[config.mk]
export PLATFORM = sky130hd
export DESIGN_NAME = tnn_feature_packer
export DESIGN_NICKNAME = d
export VERILOG_FILES = /design/src/rtl/tnn_feature_packer.sv
export SDC_FILE = /design/constraint.sdc
export NUM_CORES = 1
export LEC_CHECK = 0
export CAP_MARGIN = 10
export CORE_MARGIN = 2
export CORE_UTILIZATION = 51
export CTS_CLUSTER_DIAMETER = 150
export DETAILED_ROUTE_END_ITERATION = 12
export HOLD_SLACK_MARGIN = 0.03
export PLACE_DENSITY = 0.88
export REMOVE_ABC_BUFFERS = 1
export SLEW_MARGIN = 15
export SYNTH_ARGS = -nofsm -noshare
export SYNTH_HDL_FRONTEND = slang
export SYNTH_SLANG_ARGS = --single-unit
[constraint.sdc]
create_clock -name clk -period 3.31 [get_ports clk]
set_input_delay 0.331 -clock clk [delete_from_list [all_inputs] [get_ports clk]]
set_output_delay 0.331 -clock clk [all_outputs]
set_load 0.05 [all_outputs]
[src/rtl/tnn_feature_packer.sv]
// Quantizes raw features to 3 bits and packs five per bundle for the ternary
// neuron comparators, with a registered, double-buffered valid/ready output.
module tnn_feature_packer #(
  parameter int FEAT_W = 10,
  parameter int SHIFT  = 5,
  parameter int CNT_W  = 16
) (
  input  logic              clk,
  input  logic              rst,
  input  logic              in_valid,
  output logic              in_ready,
  input  logic [FEAT_W-1:0] in_data,
  input  logic              in_last,
  output logic              out_valid,
  input  logic              out_ready,
  output logic [2:0]        out_a,
  output logic [2:0]        out_b,
  output logic [2:0]        out_c,
  output logic [2:0]        out_d,
  output logic [2:0]        out_e,
  output logic              len_err,
  output logic [CNT_W-1:0]  bundle_cnt,
  output logic [CNT_W-1:0]  err_cnt
);

  typedef enum logic [1:0] {
    COLLECT = 2'd0,
    HOLD    = 2'd1,
    DISCARD = 2'd2
  } state_e;

  localparam logic [FEAT_W-1:0] QMAX    = FEAT_W'(7);
  localparam logic [CNT_W-1:0]  CNT_ONE = CNT_W'(1);

  state_e           state_q;
  logic [2:0]       idx_q;
  logic [4:0][2:0]  coll_q;
  logic [4:0][2:0]  out_q;
  logic             pend_q;
  logic             out_valid_q;
  logic             len_err_q;
  logic [CNT_W-1:0] bundle_cnt_q;
  logic [CNT_W-1:0] err_cnt_q;

  logic [FEAT_W-1:0] shifted;
  logic [2:0]        q;
  logic              accept;
  logic              out_fire;
  logic              out_free;

  assign shifted  = in_data >> SHIFT;
  assign q        = (shifted > QMAX) ? 3'd7 : shifted[2:0];
  assign in_ready = (state_q != HOLD);
  assign accept   = in_valid & in_ready;
  assign out_fire = out_valid_q & out_ready;
  assign out_free = ~out_valid_q | out_ready;

  // A handshake clears out_valid unless a new bundle is loaded on the same edge,
  // which is what keeps back-to-back bundles free of bubbles.
  always_ff @(posedge clk or posedge rst) begin
    if (rst) begin
      state_q      <= COLLECT;
      idx_q        <= 3'd0;
      coll_q       <= '0;
      pend_q       <= 1'b0;
      out_valid_q  <= 1'b0;
      out_q        <= '0;
      len_err_q    <= 1'b0;
      bundle_cnt_q <= '0;
      err_cnt_q    <= '0;
    end else begin
      len_err_q <= 1'b0;
      if (out_fire) begin
        bundle_cnt_q <= bundle_cnt_q + CNT_ONE;
        out_valid_q  <= 1'b0;
      end
      case (state_q)
        COLLECT: begin
          if (accept) begin
            if (idx_q != 3'd4) begin
              if (in_last) begin
                idx_q     <= 3'd0;
                len_err_q <= 1'b1;
                err_cnt_q <= err_cnt_q + CNT_ONE;
              end else begin
                coll_q[idx_q[1:0]] <= q;
                idx_q              <= idx_q + 3'd1;
              end
            end else begin
              idx_q <= 3'd0;
              if (out_free) begin
                out_q       <= {q, coll_q[3:0]};
                out_valid_q <= 1'b1;
                state_q     <= in_last ? COLLECT : DISCARD;
              end else begin
                coll_q[4] <= q;
                pend_q    <= ~in_last;
                state_q   <= HOLD;
              end
              // A sample still running after its fifth feature is too long.
              if (!in_last) begin
                len_err_q <= 1'b1;
                err_cnt_q <= err_cnt_q + CNT_ONE;
              end
            end
          end
        end
        HOLD: begin
          if (out_fire) begin
            out_q       <= coll_q;
            out_valid_q <= 1'b1;
            state_q     <= pend_q ? DISCARD : COLLECT;
            pend_q      <= 1'b0;
          end
        end
        DISCARD: begin
          if (accept && in_last) begin
            state_q <= COLLECT;
            idx_q   <= 3'd0;
          end
        end
        default: state_q <= COLLECT;
      endcase
    end
  end

  assign out_valid  = out_valid_q;
  assign out_a      = out_q[0];
  assign out_b      = out_q[1];
  assign out_c      = out_q[2];
  assign out_d      = out_q[3];
  assign out_e      = out_q[4];
  assign len_err    = len_err_q;
  assign bundle_cnt = bundle_cnt_q;
  assign err_cnt    = err_cnt_q;

endmodule

Yosys cells after proc, flatten, opt, wreduce, memory -nomap -nowiden
Cells that the tools add are included.

Bits in registers: 70. Bits of input ports: 15. Output and inout bits: 50. Logic and storage cells: 98.

Add/sub/neg operators: 3. Order comparisons: 3. Eq/ne operators: 14. Muxes and demuxes: 44. Bitwise operators: 5. Reductions and logical operators: 12.

Operators by type and width (count): $mux W15 (5); $mux W16 (3); $add A16 B1 Y16 const B (2); $pmux W15 S2 (1); $mux W3 (8); $ne A2 B2 Y1 const B (8); $reduce_and A4 Y1 (4); $bwmux W15 (1); $mux W1 (14); $mux W2 (7); $reduce_and A5 Y1 (2); $demux W3 S2 (1); $ne A2 B1 Y1 const B (3); $pmux W2 S3 (1); $pmux W3 S2 (1); $gt A5 B3 Y1 const B (1); $lt A2 B4 Y1 const B (1); $pmux W1 S2 (2); $reduce_bool A2 Y1 (2); $add A3 B1 Y3 const B (1); $ne A3 B3 Y1 const B (1); $reduce_and A3 Y1 (1); $and A1 B1 Y1 (2); $eq A2 B1 Y1 const B (1); other kinds (6) (8).

Longest topological paths before layout
Depth after elaboration: 7. Mapped depth: 9. Mapped depth without buffers: 8.

Least setup slack after synthesis
No wires, ideal clock.

Path kind: register -> register. Start point: reg idx_q[0]. End point: reg err_cnt_q[15] (netlist: err_cnt[15]). Setup time: 0.082 ns. Arrival: 2.278 ns. Data required time: 3.228 ns. Slack: 0.951 ns. Stages on the path, launching flop included: 10. Path buffers: 1. Cell sequence: dfrtp_1 > inv_1 > ha_1 > clkbuf_1 > nand2_1 > ha_1 > nand4_1 > or4_4 > nor3_2 > xor2_1.

Cells in the longest elaborated chain, start to end: 3. Elaborated cells between the ends (all ways): 5. Those cells by class: eq/ne (3); mux (1); reduce/logical (1).

RTL lines: start: declaration (RTL line 36) `logic [2:0] idx_q;`; start signal: assignment (RTL line 87) `idx_q <= idx_q + 3'd1;`; $ne A3 B3 Y1 (*) (RTL line 80) `if (idx_q != 3'd4) begin`; $ne A2 B1 Y1 (no source line) / $ne A2 B2 Y1 (equally long branches); $reduce_and A4 Y1 (no source line); end signal: assignment (RTL line 84) `err_cnt_q <= err_cnt_q + CNT_ONE;`; end signal: assignment (RTL line 103) `err_cnt_q <= err_cnt_q + CNT_ONE;`; end: declaration (RTL line 43) `logic [CNT_W-1:0] err_cnt_q;`.

Mark *: on every way between the ends. The rest lies on a longest branch, timed or not. A chain may end at the register's enable or synchronous reset.

Worst setup path in the final report
Ends and elaborated chain as after synthesis.

==> summary.txt <==
Synthesis
  • Sequential-to-total area share from yosys stat: a little under three fifths
  • Fraction of the mapped netlist area in adder cells: about 2.8%
  • Area fraction of the dominant cell type after synthesis: approximately 57%
  • Number of enable flip-flop cells after synthesis: 0
  • Cell area after synthesis: 0.00310 mm^2
  • Synthesized area per cell: between 10 and 15 um^2
  • Simple-gate portion of the synthesized area: around 13%
  • Register bit count reported by yosys: 70
  • Biggest area contributors in the synthesized netlist: sky130_fd_sc_hd__dfrtp_1 (57%), sky130_fd_sc_hd__mux2_2 (6.9%), sky130_fd_sc_hd__xnor2_1 (5.4%), sky130_fd_sc_hd__mux2_1 (3.6%), sky130_fd_sc_hd__xor2_1 (3.1%)
  • Synthesized instance count: between 200 and 300
  • Yosys top cell by area: sky130_fd_sc_hd__dfrtp_1
  • Synthesized-area fraction occupied by ao, oa, aoi and oai cells: roughly 5.3%
  • Main synth FF type: sky130_fd_sc_hd__dfrtp_1
  • Parity-gate share of the synthesized area counting xor and xnor cells: 8.48%
  • Async set-or-reset flop fraction in the synthesized netlist: between 90% and 100%
  • Dominant combinational cell family by area after synthesis: simple AND/OR/NAND/NOR gates
  • Cell types with the highest counts after synthesis: sky130_fd_sc_hd__dfrtp_1 (70), sky130_fd_sc_hd__mux2_2 (19), sky130_fd_sc_hd__nand2_1 (19), sky130_fd_sc_hd__xnor2_1 (19)
  • Most frequent cell after synthesis: sky130_fd_sc_hd__dfrtp_1
  • Count of yosys warnings during synthesis: 0
  • Post-synthesis cell type count: 40
  • Mux share of post-synthesis cell area: 10.5%

Drt
  • Number of detailed-route iterations in the first pass: 5
  • Routed wire length: roughly 6.2 mm
  • Drt first-iter violations: between 100 and 150
  • Via density per instance: 5.51
  • Post-DRT Antenna Nets: 0
  • Routed len/inst: ~16 um
  • Number of vias in the routed layout: between 2000 and 2500
  • Residual DRC count: 0

Global route
  • Pin count of the biggest net entering global routing: 33
  • First-pass GRT wire length: 10.4 mm
  • Number of global-route vias before repair: approximately 2300
  • Total congestion overflow: 0
  • Global Route Usage Sum: between 20 and 25%
  • Initial antenna violation count: 0

STA
  • Final sum of negative setup slack: 0 ns
  • Min Tclk post-route: roughly 2.5 ns
  • Max Transition Viols Final: 0
  • Peak Freq: 404 MHz
  • Ratio of final minimum period to clock period: 74.8%
  • Number of hold-slack violations in the final timing report: 0
  • Worst slew slack as a fraction of its limit: about three fifths
  • Worst Skew: around 0.008 ns
  • Setup violations, final: 0
  • Setup repair after global routing missed its margin: false
  • Worst Max-Slew Pin Slew: 0.626 ns

Floorplan
  • Row Count: 28
  • Initial core utilization: 52.6%
  • Die span in x: 81.9 um
  • Count of boundary I/O pins: 65
  • Full die area: 0.00671 mm^2
  • Vertical die dimension: between 80 and 90 um
  • Placeable Area: slightly below 0.006 mm^2

Clocking
  • Post-cts gate resize count: 0
  • Insertion delay to the later sink of the worst-skew pair: around 0.34 ns
  • Clock tree root buffer cell: sky130_fd_sc_hd__clkbuf_8
  • Number of levels the H-tree was split into: 3
  • Number of buffers added for setup after CTS: 0
  • CTS hold repair buffers: 0
  • Clock buffer depth: 2
  • TritonCTS clock tree: done
  • Clock net sink count: 70
  • Number of buffers added by the clock tree synthesis step: 9
  • Clock Pin Slew Worst Setup and Hold Paths: 0.07 ns

Setup path
  • Crit path required time: around 3.6 ns
  • Data arrival time of the critical path: around 2.7 ns
  • Largest fanout on the critical path: 8
  • Classification of the worst setup path: flip-flop to flip-flop
  • Nature of the critical path startpoint: flip-flop
  • Worst setup EP type: flip-flop

Pwr
  • Share of power burned in registers: about two fifths
  • Reported leakage power: 1.76 nW
  • Switching part of the total power: between 30% and 40%
  • Portion of total power attributed to the clock network: about 26%
  • Worst voltage drop across the vdd grid: between 0.0005 and 0.0006 V
  • PD cells: roughly 760 mW/mm^2
  • Int Pwr: ~1.9 mW
  • Overall Power: a little over 3 mW
  • Switch Pwr: approximately 1.1 mW
  • Proportion of power drawn by combinational gates: 34.6%

Placement
  • HPWL Detailed: around 4.4 mm
  • Number of port buffers: ~60
  • RePlAce Congestion: around 0.81

Flow run
  • Max-cap check violation count: 0

Outcome
  • Run status: completed

Finish
  • # fillers: 441
  • Area taken by flip-flops and latches: 0.00175 mm^2
  • Count of nets after finishing: roughly 340
  • Ratio of cells with drive above 1 in the final layout: 13.1%
  • Footprint of the multi-input gates: around 0.0013 mm^2
  • Count of inserted antenna diode cells: 0
  • Synthesis-to-layout area growth: 28.5%

Worst hold path
  • Min-Delay Path Class: primary input to asynchronous set/reset pin
==> worst paths after layout <==
kind	slack, ns	cells after the start	endpoint	start
min in group clk	0.48	1	err_cnt[15]	err_cnt[15]
setup / recovery	0.83	8	err_cnt[15]	idx_q[0]
hold / removal	0.40	2	out_e[2]	rst
hold reg to reg	0.48	1	err_cnt[15]	err_cnt[15]
max in group asynchronous	2.17	3	err_cnt[12]	rst
setup reg to reg	0.83	8	err_cnt[15]	idx_q[0]
==> final cells by class <==
cell class	count	share of cell area (%)
Tap cell	75	2.36
Timing Repair Buffer	61	15.2
Clock inverter	5	2.04
Clock buffer	11	3.80
Sequential cell	70	44.0
Inverter	11	1.04
Multi-Input combinational cell	169	31.6
==> through the flow <==
stage                     area (um^2)  hold WS, ns  util [%]  std cells  worst slack, ns
final                            3980        0.396      67.6        402            0.833
after global routing             3980        0.446      67.6        402            0.657
after floorplan                  3050        0.420         -        250             1.05
after detailed placement         3750        0.464      63.7        386            0.744
after CTS                        3980        0.399      67.6        402            0.840
after global placement           3750        0.460      63.7        386            0.830
==> metal layers <==
metal / global-route usage, % / routed length, um / vias up
met3: 4.95 / 340 / 9
met4: 10.8 / 78 / 0
met5: 0 / 0 / -
met1: 26.5 / 2710 / 1109
li1: - / - / 1030
met2: 32.8 / 3110 / 68
==> cell usage in the layout, fill, tap and decap left out, types with 2 or more instances in the layout <==
| cell | instances |
|---|---|
| sky130_fd_sc_hd__a21o_1 | 2 |
| sky130_fd_sc_hd__a21oi_1 | 3 |
| sky130_fd_sc_hd__a31oi_1 | 2 |
| sky130_fd_sc_hd__and2_1 | 2 |
| sky130_fd_sc_hd__and3_1 | 5 |
| sky130_fd_sc_hd__buf_4 | 2 |
| sky130_fd_sc_hd__bufinv_16 | 2 |
| sky130_fd_sc_hd__clkbuf_8 | 11 |
| sky130_fd_sc_hd__clkdlybuf4s50_1 | 59 |
| sky130_fd_sc_hd__dfrtp_1 | 70 |
| sky130_fd_sc_hd__ha_1 | 7 |
| sky130_fd_sc_hd__inv_1 | 10 |
| sky130_fd_sc_hd__mux2_1 | 10 |
| sky130_fd_sc_hd__mux2_2 | 19 |
| sky130_fd_sc_hd__nand2_1 | 19 |
| sky130_fd_sc_hd__nand3_1 | 9 |
| sky130_fd_sc_hd__nand4_1 | 9 |
| sky130_fd_sc_hd__nor2_1 | 10 |
| sky130_fd_sc_hd__nor2b_1 | 2 |
| sky130_fd_sc_hd__nor3_1 | 8 |
| sky130_fd_sc_hd__nor4_1 | 2 |
| sky130_fd_sc_hd__o21ai_0 | 9 |
| sky130_fd_sc_hd__o31ai_1 | 2 |
| sky130_fd_sc_hd__or3_1 | 4 |
| sky130_fd_sc_hd__xnor2_1 | 19 |
| sky130_fd_sc_hd__xor2_1 | 11 |
==> cells by family (layout without fill, tap and decap cells) <==
| group | after synthesis | after routing |
|---|---|---|
| buffers and inverters | 21 | 88 |
| muxes | 29 | 29 |
| AOI/OAI and AO/OA | 25 | 25 |
| and+or+nand+nor | 78 | 78 |
| adders and majority gates | 7 | 7 |
| DFF | 70 | 70 |
| xor gates and xnor gates | 30 | 30 |
==> power groups by stage <==
stage	clock network (mW)	registers, mW	logic [mW]
floorplan	0	1.64	0.256
global placement	0	1.20	1.03
detailed placement	0	1.21	1.05
CTS	0.792	1.20	1.06
global route	0.833	1.23	1.10
finish	0.777	1.20	1.05
==> sequential cells by signal, indices dropped and copies added (netlist names) <==
signal,flops
bundle_cnt,16
len_err,1
err_cnt,16
out_b,3
out_e,3
out_a,3
idx_q,3
state_q,2
coll_q,15
out_valid,1
pend_q,1
out_c,3
out_d,3
==> critical path: stages (launching register included) <==
cell and delay, ns:
sky130_fd_sc_hd__dfrtp_1 0.43, sky130_fd_sc_hd__inv_1 0.12, sky130_fd_sc_hd__ha_1 0.32, sky130_fd_sc_hd__nand2_1 0.11, sky130_fd_sc_hd__ha_1 0.35, sky130_fd_sc_hd__nand4_1 0.16
sky130_fd_sc_hd__or4_4 0.55, sky130_fd_sc_hd__nor3_2 0.21, sky130_fd_sc_hd__xor2_1 0.15
No activity file was read; power rests on OpenSTA's default activity.
